File: src/rtl/input_event_irq.sv
// Input capture block: synchronizes and debounces eight inputs, latches selected edges into
// write-1-to-clear pending bits and raises a level interrupt for enabled pending bits.
module input_event_irq #(
    parameter logic [21:0] BASE     = 22'h3ff8c8,
    parameter logic [15:0] DEBOUNCE = 16'd50000
) (
    input  logic        Clk,
    input  logic        Reset,
    input  logic [23:0] Addr,
    input  logic        Rd,
    input  logic        Wr,
    input  logic [15:0] DataWr,
    output logic [15:0] DataRd,
    output logic        Sel,
    input  logic [7:0]  In,
    output logic        IrqReq
);

    localparam logic [15:0] LIMIT = DEBOUNCE - 16'd1;

    logic [7:0]  sync1_q, sync2_q;
    logic [7:0]  level_q, level_d;
    logic [7:0]  pending_q, pending_d;
    logic [7:0]  enable_q, edge_sel_q;
    logic [7:0]  event_hit, clear_mask;
    logic [15:0] cnt_q [8];
    logic [15:0] cnt_d [8];
    logic        wr_q, commit;
    logic        unused_bits;

    // Reads have no side effects, and the upper data byte is never stored.
    assign unused_bits = Rd ^ (^DataWr[15:8]);

    assign Sel    = (Addr[23:2] == BASE);
    assign commit = Wr & ~wr_q & Sel;

    always_comb begin
        for (int i = 0; i < 8; i++) begin
            level_d[i] = level_q[i];
            cnt_d[i]   = '0;
            if (sync2_q[i] != level_q[i]) begin
                if (cnt_q[i] == LIMIT) begin
                    level_d[i] = sync2_q[i];
                end else begin
                    cnt_d[i] = cnt_q[i] + 16'd1;
                end
            end
        end
        // An event fires when the new level matches the selected direction (1 = rising).
        event_hit  = (level_d ^ level_q) & ~(level_d ^ edge_sel_q);
        clear_mask = (commit && Addr[1:0] == 2'd0) ? DataWr[7:0] : 8'h00;
        pending_d  = (pending_q & ~clear_mask) | event_hit;
    end

    always_comb begin
        DataRd = 16'h0000;
        if (Sel) begin
            unique case (Addr[1:0])
                2'd0: DataRd = {8'h00, pending_q};
                2'd1: DataRd = {8'h00, enable_q};
                2'd2: DataRd = {8'h00, level_q};
                2'd3: DataRd = {8'h00, edge_sel_q};
            endcase
        end
    end

    always_ff @(posedge Clk or negedge Reset) begin
        if (!Reset) begin
            sync1_q    <= '0;
            sync2_q    <= '0;
            level_q    <= '0;
            pending_q  <= '0;
            enable_q   <= '0;
            edge_sel_q <= 8'hff;
            wr_q       <= 1'b0;
            IrqReq     <= 1'b0;
            for (int i = 0; i < 8; i++) begin
                cnt_q[i] <= '0;
            end
        end else begin
            sync1_q   <= In;
            sync2_q   <= sync1_q;
            level_q   <= level_d;
            pending_q <= pending_d;
            wr_q      <= Wr;
            IrqReq    <= |(pending_q & enable_q);
            for (int i = 0; i < 8; i++) begin
                cnt_q[i] <= cnt_d[i];
            end
            if (commit) begin
                if (Addr[1:0] == 2'd1) enable_q   <= DataWr[7:0];
                if (Addr[1:0] == 2'd3) edge_sel_q <= DataWr[7:0];
            end
        end
    end

endmodule

File: config.mk
export PLATFORM = sky130hd
export DESIGN_NAME = input_event_irq
export DESIGN_NICKNAME = d
export VERILOG_FILES = /design/src/rtl/input_event_irq.sv
export SDC_FILE = /design/constraint.sdc
export NUM_CORES = 1
export LEC_CHECK = 0
export ABC_AREA = 1
export CORE_UTILIZATION = 45
export DETAILED_ROUTE_END_ITERATION = 10
export MAX_ROUTING_LAYER = met4
export SLEW_MARGIN = 20
export SYNTH_ARGS = -nofsm -noshare
export SYNTH_HDL_FRONTEND = slang
export SYNTH_SLANG_ARGS = --single-unit
File: constraint.sdc
create_clock -name Clk -period 2 [get_ports Clk]
set_input_delay 0.2 -clock Clk [delete_from_list [all_inputs] [get_ports Clk]]
set_output_delay 0.2 -clock Clk [all_outputs]
set_load 0.02 [all_outputs]
Word level (Yosys, flattened, before mapping):

Index checks and enable logic that the tools add are counted.

* add/sub/neg operators: 8
* equal/unequal tests: 20
* muxes and demuxes: 35
* bitwise gates (word level): 11
* reduce and logical (&&, ||, !) cells: 5

Operators with widths (number)
* 2-to-1 mux 16 bit: 17
* adder 16 x 1 -> 16 bit (second input constant): 8
* == test 16 bit (second input constant): 8
* case mux 16 bit (4 select lines): 1
* bitwise AND 8 bit: 3
* == test 22 bit (second input constant): 1
* 2-to-1 mux 1 bit: 16
* inverter 8 bit: 2
* XOR 8 bit: 2
* 2-to-1 mux 8 bit: 1
* != test 1 bit: 8
* OR 8 bit: 1
* OR reduction 8 bit: 1
* == test 2 bit (second input constant): 2
* AND reduction 2 bit: 2
* bitwise AND 1 bit: 2
* == test 2 x 1 -> 1 bit (second input constant): 1
* zero test 2 bit: 1
* logical AND 1 bit: 1
* inverter 1 bit: 1

* bits in registers: 178
* bits of input ports: 52
* output and inout bits: 18
* word-level logic and storage cells: 95

Logic depth before layout (Yosys ltp):

* word-level depth: 8
* gate-level depth with buffers: 10

Worst setup path before layout:

Ideal clock, no wire load.

* kind: reg-to-reg
* start: register cnt_q[16] (netlist bit)
* end: register cnt_q[31] (netlist bit)
* data arrival time: 1.268 ns
* path slack: 0.613 ns
* cell stages (with the launch flop): 9
* path through: dfrtp_1 > ha_1 > nand3_2 > nor3_1 > nand2_1 > o21ai_2 > inv_2 > nand2_1 > nor2_1

RTL lines
* start, declared: RTL line 26 `logic [15:0] cnt_q [8];`
* start signal, assigned by index: RTL line 88 `cnt_q[i] <= cnt_d[i];`

Final worst setup path:

* start: input port Addr[8]
* end: output port DataRd[7]

* cells in the longest elaborated chain, start to end: 2

RTL lines
* start, declared: RTL line 9 `input logic [23:0] Addr,`
* == test 22 bit: RTL line 34 `assign Sel = (Addr[23:2] == BASE);`
* 2-to-1 mux 16 bit: RTL line 57 `if (Sel) begin`
* end, declared: RTL line 13 `output logic [15:0] DataRd,`

No other way between the ends.

==> metrics.yaml <==
hold_viol: 0
grt_overflow_total: 0
multi_input_area_um2: 4310
design_area_um2: 11000
remaining_drc_errors: 0
yosysUniqueCellTypes: 45
status: "completed"
path_class: "in2out"
firstDrtPassIters: 5
power_density_nw_per_um2: 673
grt_start_max_net_pins: 60
cpMaxStageDelayCell: "clkdlybuf4s50_1"
placed_cells: 1519
start_util: 0.463
syn2layout_area_growth_pct: 16.9
grt_util_met1: 0.273
slew_viol_final: 0
busiest_layer: "met2"
synth_mux_area_frac: 0.00834
min_from: "In[2]"
htree_levels: 4
die_h_um: 147
cp.buffers_inverters: 5
die-area_um2: 21600
hpwl_mm: 14.7
std_cell_rows: 52
total_power_mw: 7.43
r2r_cells: 9
grt_pass1_wl_mm: 35.1
cp-start-kind: "primary input"
async_flop_share: 1.00
synthCells: 1184
io_buffers: 52
cts_sinks: 178
post_drt_via_cell_ratio: 4.88
endpoint_kind: "output pin"
reg2reg_slack_ps: 240
met3_usage: 0.0429
worstPathArrival_ps: 1720
layout_commonest_cell: "nand2_1"
ant_nets: 0
r2r_start: "cnt_q[80]$_DFF_PN0_"
synth_xor_area_frac: 0.0361
fillers: 1881
final_nets: 1329
clk_latency_ps: 420
ys.warnings.count: 0
p_leak_nw: 5.05
avgSynthCellArea_um2: 7.98
synth-simple-area-share: 0.329
clockBufferDepth: 2
crit_family: "buffers and inverters"
synth_top_family_by_area: "simple AND/OR/NAND/NOR gates"
ir_drop_v: 0.000472
synth_edf_count: 0
skew_ps: 10.5
finalWeightedCongestion: 0.862
yosys.area_share.adder: 0.0106
hp-class: "in2reg"
vias: 7578
grt_antenna_before_repair: 1
period_share: 0.958
seq_area_frac_synth: 0.472
drt-initial-drc-count: 324
synth_seq_cells: 178
pin_count: 70
slowest_delay_ps: 480
path_cells: "clkdlybuf4s50_1, nand2_1, inv_1, nand2_1, nor2_2, nand3_2, nor2_4, inv_4, buf_4, nor2_1, buf_4"
cts_tree: "done"
dpl_worst_slack_ps: -364
grtUsageMet2: 0.326
final_cell_mix: "244 x nand2_1, 216 x nor2_1, 170 x dfrtp_1"
drt-wirelength-per-cell_um: 12.9
grt_pass1_vias: 7323
slew_headroom: 0.661
min_path_cells: 1
dpl-instance-area_um2: 10400
synth_compound_area_frac: 0.0631
instances_no_fill: 1553
fmaxAchievable_ghz: 0.522
fp.dieW_um: 147
seq_area_um2: 4460
worst_slack_ps: 85.0
cts_root_buf: "clkbuf_16"
numCtsBuffers: 17
layout-drive-gt1-share: 0.131
drv_cap: 0
worstMarginPinSlew_ps: 508
syn_area_um2: 9450
cp_max_fo: 6
grt.total_usage: 0.207
whs_ps: 208
min_to: "sync1_q[2]$_DFF_PN0_"
clk_pin_slew_ps: 70
crit_required_ps: 1800
period_minus_slack_ps: 1920
setup_viol: 0
synth_ff_type: "dfrtp_1"
wl_mm: 20.0
r2r-end: "cnt_q[85]$_DFF_PN0_"
design.core.area_um2: 20400
rsz0062_at_grt: "true"
[layer usage]
metal,wire length [µm],part of all wire
met5,0,0
met4,154,0.0077
met3,861,0.043
met2,9260,0.46
met1,9750,0.49
[Yosys cell counts, types with 3 or more instances]
cell,instances,area [µm²]
nor2_4,5,56.3
a21oi_1,40,200
nand2_1,245,920
inv_1,141,529
clkbuf_1,3,11.3
nand3b_1,7,52.6
nor3_1,29,145
nor2_1,222,833
mux2_2,7,78.8
nor3b_2,4,50.1
inv_2,16,60.1
o21ai_1,3,15.0
dfrtp_1,170,4250
nand3_1,63,315
xor2_1,38,333
and3_1,9,56.3
nand2_2,4,25.0
or2_1,3,18.8
buf_6,3,33.8
o21ai_0,28,140
o21ai_2,6,52.6
dfstp_2,8,210
nor3b_1,10,75.1
nor3_2,11,110
nor2_2,15,93.8
nand4_1,35,219
buf_4,10,75.1
o21bai_1,8,60.1
nor3_4,6,97.6
a221oi_1,7,61.3
ha_1,8,100
buf_2,4,20.0
[final cells by class]
class | instances | area share
sequential | 178 | 0.404
multi-input combinational | 833 | 0.390
timing repair buffer | 81 | 0.0686
inverter | 158 | 0.0539
clock buffer | 18 | 0.0397
tap | 270 | 0.0306
clock inverter | 14 | 0.0131
antenna | 1 | 0.000226
[sequential cells by signal, indices dropped and copies added (netlist names)]
signal and flops:
sync2_q 8, cnt_q 128, pending_q 8, enable_q 8, IrqReq 1, edge_sel_q 8
wr_q 1, level_q 8, sync1_q 8
[worst reg2reg max path: stages, from the launching register on]
cell and delay [ps]:
dfrtp_1 380, ha_1 180, nand2_1 100, nor2_4 150
inv_1 70, nor2_1 190, nand2_1 140, o21ai_2 170
buf_4 220, nor2_1 60
[stage by stage]
step / TNS (ps) / utilization
finish: 0 / 0.541
global route: -80.2 / 0.541
CTS: 0 / 0.539
detailed placement: -2270 / 0.510
global placement: -2050 / 0.510
floorplan: 0 / -
[power breakdown]
group          total [mW]  switching, mW  internal [mW]  leakage [nW]
Sequential           3.69         0.0336           3.65          2.36
Combinational       0.433          0.258          0.175          2.41
Clock                3.31           1.52           1.79         0.278
[repair_timing]
item,in CTS,in global routing
hold buffers,1,0
setup endpoints to repair,7,8
resized for setup,25,24
endpoints found under the hold margin,49,0
setup buffers,0,0
pin swaps,0,1
[cells by family (layout without fill, tap and decap cells)]
kind of cell / Yosys count / count (layout)
XOR/XNOR: 39 / 39
buffers and inverters: 180 / 271
AND/OR/NAND/NOR: 671 / 671
AO/OA/AOI/OAI: 100 / 100
multiplexers: 7 / 7
adder cells (fa/ha/maj): 8 / 8
flip-flops: 178 / 178
other: 1 / 9
[worst max-delay path by stage]
stage	from	to	slack, ps	cells after the start
2_1_floorplan	cnt_q[16]$_DFF_PN0_	cnt_q[31]$_DFF_PN0_	610	8
3_3_place_gp	Addr[9]	DataRd[4]	-320	10
3_5_place_dp	Addr[8]	DataRd[3]	-360	11
4_1_cts	Addr[8]	DataRd[4]	6	10
5_1_grt	Addr[8]	DataRd[3]	-30	11
6_report	Addr[8]	DataRd[7]	80	11
Note: power is estimated with default switching activity, not from simulation.
